==> src/rtl/seg_disp_scan.sv <==
// seg_disp_scan: multiplexed N-digit 7-segment driver with PWM, blanking, double buffering; SEG_DISP_BLINK_EN adds per-digit blink.
module seg_disp_scan #(
  parameter int   DIGITS     = 4,
  parameter int   SLOT_WIDTH = 16,
  parameter logic AN_ACTIVE  = 1'b0,
  parameter logic SEG_ACTIVE = 1'b0
) (
  input  logic                  clk,
  input  logic                  rst_n,
  input  logic                  load,
  input  logic [4*DIGITS-1:0]   data,
  input  logic [DIGITS-1:0]     en,
  input  logic [DIGITS-1:0]     dot,
`ifdef SEG_DISP_BLINK_EN
  input  logic [DIGITS-1:0]     blink,
`endif
  input  logic [3:0]            brightness,
  output logic                  pending,
  output logic                  frame_start,
  output logic [7:0]            segment,
  output logic [DIGITS-1:0]     anode
);
  localparam int IW = DIGITS > 1 ? $clog2(DIGITS) : 1;
`ifdef SEG_DISP_BLINK_EN
  localparam int BW = 7 * DIGITS;
  logic [BW-1:0] in_vec;
  logic [4:0]    frame_d, frame_q;
  assign in_vec = {blink, dot, en, data};
`else
  localparam int BW = 6 * DIGITS;
  logic [BW-1:0] in_vec;
  assign in_vec = {dot, en, data};
`endif
  logic [BW-1:0]         buf_d, buf_q, shd_d, shd_q;
  logic [SLOT_WIDTH-1:0] slot_d, slot_q;
  logic [IW-1:0]         idx_d, idx_q;
  logic                  pending_d, pending_q, frame_start_d, frame_start_q;
  logic [7:0]            segment_d, segment_q, raw;
  logic [DIGITS-1:0]     anode_d, anode_q, onehot;
  logic [3:0]            phase;
  logic                  boundary, lit, blank;

  function automatic logic [6:0] hex7(input logic [3:0] n);
    case (n)
      4'h0: hex7 = 7'h3F; 4'h1: hex7 = 7'h06; 4'h2: hex7 = 7'h5B; 4'h3: hex7 = 7'h4F;
      4'h4: hex7 = 7'h66; 4'h5: hex7 = 7'h6D; 4'h6: hex7 = 7'h7D; 4'h7: hex7 = 7'h07;
      4'h8: hex7 = 7'h7F; 4'h9: hex7 = 7'h6F; 4'hA: hex7 = 7'h77; 4'hB: hex7 = 7'h7C;
      4'hC: hex7 = 7'h39; 4'hD: hex7 = 7'h5E; 4'hE: hex7 = 7'h79; default: hex7 = 7'h71;
    endcase
  endfunction

  always_comb begin
    boundary      = &slot_q && idx_q == IW'(DIGITS - 1);
    phase         = slot_q[SLOT_WIDTH-1 -: 4];
    slot_d        = slot_q + 1'b1;
    idx_d         = &slot_q ? (boundary ? '0 : idx_q + 1'b1) : idx_q;
    // A load on the boundary cycle bypasses straight into the shadow.
    buf_d         = load ? in_vec : buf_q;
    shd_d         = boundary ? buf_d : shd_q;
    pending_d     = !boundary && (load || pending_q);
`ifdef SEG_DISP_BLINK_EN
    frame_d       = boundary ? frame_q + 1'b1 : frame_q;
    blank         = shd_q[6*DIGITS + idx_q] && frame_q[4];
`else
    blank         = 1'b0;
`endif
    lit           = phase != 4'd0 && phase <= brightness && !blank;
    raw           = {shd_q[5*DIGITS + idx_q],
                     shd_q[4*DIGITS + idx_q] ? hex7(shd_q[4*idx_q +: 4]) : 7'h00};
    onehot        = DIGITS'(1) << idx_q;
    segment_d     = lit ? (SEG_ACTIVE ? raw : ~raw) : {8{~SEG_ACTIVE}};
    anode_d       = lit ? (AN_ACTIVE ? onehot : ~onehot) : {DIGITS{~AN_ACTIVE}};
    frame_start_d = slot_q == '0 && idx_q == '0;
  end

  always_ff @(posedge clk or negedge rst_n) begin
    if (!rst_n) begin
      slot_q        <= '0;
      idx_q         <= '0;
      buf_q         <= '0;
      shd_q         <= '0;
      pending_q     <= 1'b0;
      frame_start_q <= 1'b0;
      segment_q     <= {8{~SEG_ACTIVE}};
      anode_q       <= {DIGITS{~AN_ACTIVE}};
    end else begin
      slot_q        <= slot_d;
      idx_q         <= idx_d;
      buf_q         <= buf_d;
      shd_q         <= shd_d;
      pending_q     <= pending_d;
      frame_start_q <= frame_start_d;
      segment_q     <= segment_d;
      anode_q       <= anode_d;
    end
  end

`ifdef SEG_DISP_BLINK_EN
  always_ff @(posedge clk or negedge rst_n) begin
    if (!rst_n) frame_q <= '0;
    else        frame_q <= frame_d;
  end
`endif

  assign pending     = pending_q;
  assign frame_start = frame_start_q;
  assign segment     = segment_q;
  assign anode       = anode_q;
endmodule

==> config.mk <==
export PLATFORM = sky130hd
export DESIGN_NAME = seg_disp_scan
export DESIGN_NICKNAME = d
export VERILOG_FILES = /design/src/rtl/seg_disp_scan.sv
export SDC_FILE = /design/constraint.sdc
export NUM_CORES = 1
export LEC_CHECK = 0
export ABC_AREA = 0
export CORE_ASPECT_RATIO = 0.7
export CORE_MARGIN = 3
export CORE_UTILIZATION = 56
export CTS_CLUSTER_DIAMETER = 40
export CTS_CLUSTER_SIZE = 10
export DETAILED_ROUTE_END_ITERATION = 10
export DONT_BUFFER_PORTS = 1
export PLACE_DENSITY = 0.71
export SLEW_MARGIN = 20
export SYNTH_ARGS = -nofsm -noshare
export SYNTH_HDL_FRONTEND = slang
export SYNTH_SLANG_ARGS = --single-unit
==> constraint.sdc <==
create_clock -name clk -period 2.1 [get_ports clk]
set_input_delay 0.525 -clock clk [delete_from_list [all_inputs] [get_ports clk]]
set_output_delay 0.525 -clock clk [all_outputs]
set_load 0.05 [all_outputs]
==> results.toml, run 1 <==
[outcome]
status = "finished, violations left"
failed_checks = "hold timing"

[final_layout]
diodes = 0
final_cells = 352
multi_input_area_um2 = 1540
filler_cell_count = 444
area_growth_pct = 7.89
seq_area_um2 = 2020
final_area_um2 = 3950
drive_above_1_share_pct = 33.9
nets = 319

[die]
die_w_um = 103
io_pins = 45
rows = 23
die_h_um = 73.7
start_util_pct = 60.9
dieArea_um2 = 7560
coreArea_um2 = 6010

[routing]
finalWirelength_um = 5960
viasPerCell = 5.76
ant_nets = 0
drt-initial-drc-count = 89
drtPass1Iterations = 4
drc_errors = 0
vias = 2027
avgRoutedWirePerCell_um = 16.9

[critical_path]
critPathKind = "flop to flop"
reg2reg_depth = 5
r2r_end = "segment[3]"
worstPathCellList = "mux4_2, ha_1, mux2_2, mux2i_1, nand2_1"
r2r-start = "idx_q[0]"
worst_path_max_delay_cell = "mux4_2"
arrival_ns = 2.18
reg2reg_slack_ns = 0.19
cp-end-kind = "flop"
required_ns = 2.37
cp_max_fo = 5
crit_end = "segment[3]"
crit_path_start = "idx_q[0]"
cp_slowest_stage_delay_ns = 0.60
crit_path_start_kind = "flop"

[sta]
tns_ns = 0
tightest_slew_ns = 0.478
hold_violations = 68
finalSetupViolations = 0
worst_clock_skew_ns = 0.0121
fmax_ghz = 0.523
relSlewSlack_pct = 68.1
maxSlewViolCount = 0
hold_slack_ns = -0.134
period_minus_slack_ns = 1.91
rsz0062_at_grt = "no"
post-route-period-util_pct = 91.0

[synth]
synth_mux_area_share_pct = 21.9
synth_compound_area_share_pct = 2.94
ys_seq_area_share_pct = 55.1
ys_warn_count = 0
synth_xor_area_share_pct = 4.30
ys_seq_elements = 80
synth-simple-area-share_pct = 7.35
synth_top_cell_by_area = "dfrtp_1"
synthAdderAreaFrac_pct = 5.47
synth_nets = 308
netlist.area_leader.share_pct = 46.5
synth_area_um2 = 3660
synthCells = 261
syn_avg_cell_area_um2 = 14.0
synth_area_leaders = "dfrtp_1, mux2_2, dfstp_2, ha_1, mux4_2"
synth_top_family_by_area = "multiplexers"
netlist-cell-type-count = 37

[power]
power_leakage_nw = 1.76
total_power_mw = 2.66
ir_worst_vdd_mv = 0.523
power_density_nw_per_um2 = 672

[placement]
gp_congestion = 0.868
portBuffers = 0
dp_hpwl_um = 4300
dp_cells = 336
place_area_um2 = 3780

[hold_path]
hold_class = "primary input to asynchronous set/reset pin"

[global_route]
grt_overflow = 0
grt_pass1_wl_um = 10000
first_global_vias = 1965
grt_max_degree = 81
grtUsageTotal_pct = 17.6
antenna_found_initial = 0

[clock_network]
cts_buffers = 9
insertion_delay_ns = 0.35
clkTransAtPathRegs_ns = 0.09
htreeDepth = 3
cts_root_buf = "clkbuf_8"
cts_tree = "done"
cts.sinks = 80
cts_buffer_depth = 2
ctsResizeCount = 0

[job]
max-cap-violations = 0
==> kinds of logic (layout without fill, tap and decap cells) <==
| family | count (synthesis) | count (layout) |
|---|---|---|
| xor gates and xnor gates | 18 | 18 |
| muxes | 65 | 65 |
| and+or+nand+nor | 44 | 44 |
| AOI/OAI and AO/OA | 15 | 15 |
| buffers and inverters | 23 | 39 |
| adders and majority gates | 16 | 16 |
| DFF | 80 | 80 |
==> routing by layer <==
| layer | track usage, % | wire length (um) | vias up |
|---|---|---|---|
| li1 | - | - | 956 |
| met2 | 23.0 | 2370 | 68 |
| met4 | 5.68 | 70 | 0 |
| met5 | 0 | 0 | - |
| met1 | 27.1 | 3130 | 993 |
| met3 | 6.26 | 384 | 10 |
==> through the flow <==
step	setup WS, ns	utilization (%)
2_1_floorplan	0.107	-
3_3_place_gp	0.177	62.8
3_5_place_dp	0.135	62.8
4_1_cts	0.198	65.7
5_1_grt	0.0414	65.7
6_report	0.190	65.7
==> where the power goes <==
| part | leakage (nW) | internal (mW) | switching, mW |
|---|---|---|---|
| clock network | 0.0824 | 0.433 | 0.551 |
| registers | 1.00 | 1.59 | 0.00986 |
| logic | 0.673 | 0.0473 | 0.0300 |
==> worst max-delay path: cells and delay by family, from the launching register on <==
family	cells	cell delay (ns)
adders and majority gates	1	0.27
and+or+nand+nor	1	0.08
DFF	1	0.47
muxes	3	1.02
==> layout make-up <==
cell class	instances	area share, %
clock buffers	10	3.23
clock inverters	6	1.17
inverters	15	1.42
multi-input cells	158	38.9
flip-flops and latches	80	51.0
well taps	75	2.37
repair buffers	8	1.84
==> flip-flops by register name (all words and copies together), names as in the netlist <==
name,count
anode,4
slot_q,16
buf_q,24
segment,8
pending,1
idx_q,2
frame_start,1
shd_q,24
==> synth_stat cells <==
cell type	instances
nand3_2	1
mux2_1	5
a211oi_1	2
buf_2	2
xnor2_1	9
or2_2	1
o22ai_1	1
a211o_1	1
a21oi_1	1
o21ai_0	2
mux4_2	7
and3_1	1
nor4b_1	2
nand4_1	5
nand2b_1	1
o211ai_1	4
o221ai_1	2
nor4_4	1
inv_1	15
dfrtp_1	68
and4_1	2
mux2i_1	6
nor2_1	5
nand3_1	6
nor4_1	2
and4_4	1
nand3_4	1
clkbuf_1	3
xor2_1	9
mux2_2	47
nand2_1	10
o21a_1	2
dfstp_2	12
buf_6	2
nor3_1	5
ha_1	16
buf_4	1
==> cell usage in the layout, fill, tap and decap left out, drive strengths merged, types with 3 or more instances in the layout <==
master and count:
dfrtp 68, mux2 52, ha 16, inv 15
dfstp 12, nand2 10, clkbuf 10, xor2 9
xnor2 9, buf 8, nand3 8, mux4 7
mux2i 6, nand4 5, nor3 5, nor2 5
o211ai 4, clkinv 4, and4 3, nor4 3
==> timing repair <==
item,CTS,global route
buffers inserted,0,0
hold endpoints to repair,69,72
endpoints found under the setup margin,0,0
==> how the worst min path moves through the flow <==
stage	startpoint	end	slack, ns	cells after the start
2_1_floorplan	rst_n	buf_q[0]	0.23	0
3_3_place_gp	rst_n	buf_q[20]	0.23	0
3_5_place_dp	rst_n	buf_q[20]	0.23	0
4_1_cts	rst_n	slot_q[6]	-0.15	0
5_1_grt	rst_n	shd_q[0]	-0.17	0
6_report	rst_n	shd_q[14]	-0.13	0
Power figures use the tool's default switching activity.
==> inputs of run 2 (changes only) <==
--- a/config.mk
+++ b/config.mk
@@ -14,7 +14,6 @@
 export DETAILED_ROUTE_END_ITERATION = 10
 export DONT_BUFFER_PORTS = 1
 export PLACE_DENSITY = 0.71
-export SLEW_MARGIN = 20
 export SYNTH_ARGS = -nofsm -noshare
 export SYNTH_HDL_FRONTEND = slang
 export SYNTH_SLANG_ARGS = --single-unit
==> results of run 2 <==
No change in the layout: final DEF, timing and power equal those of run 1.
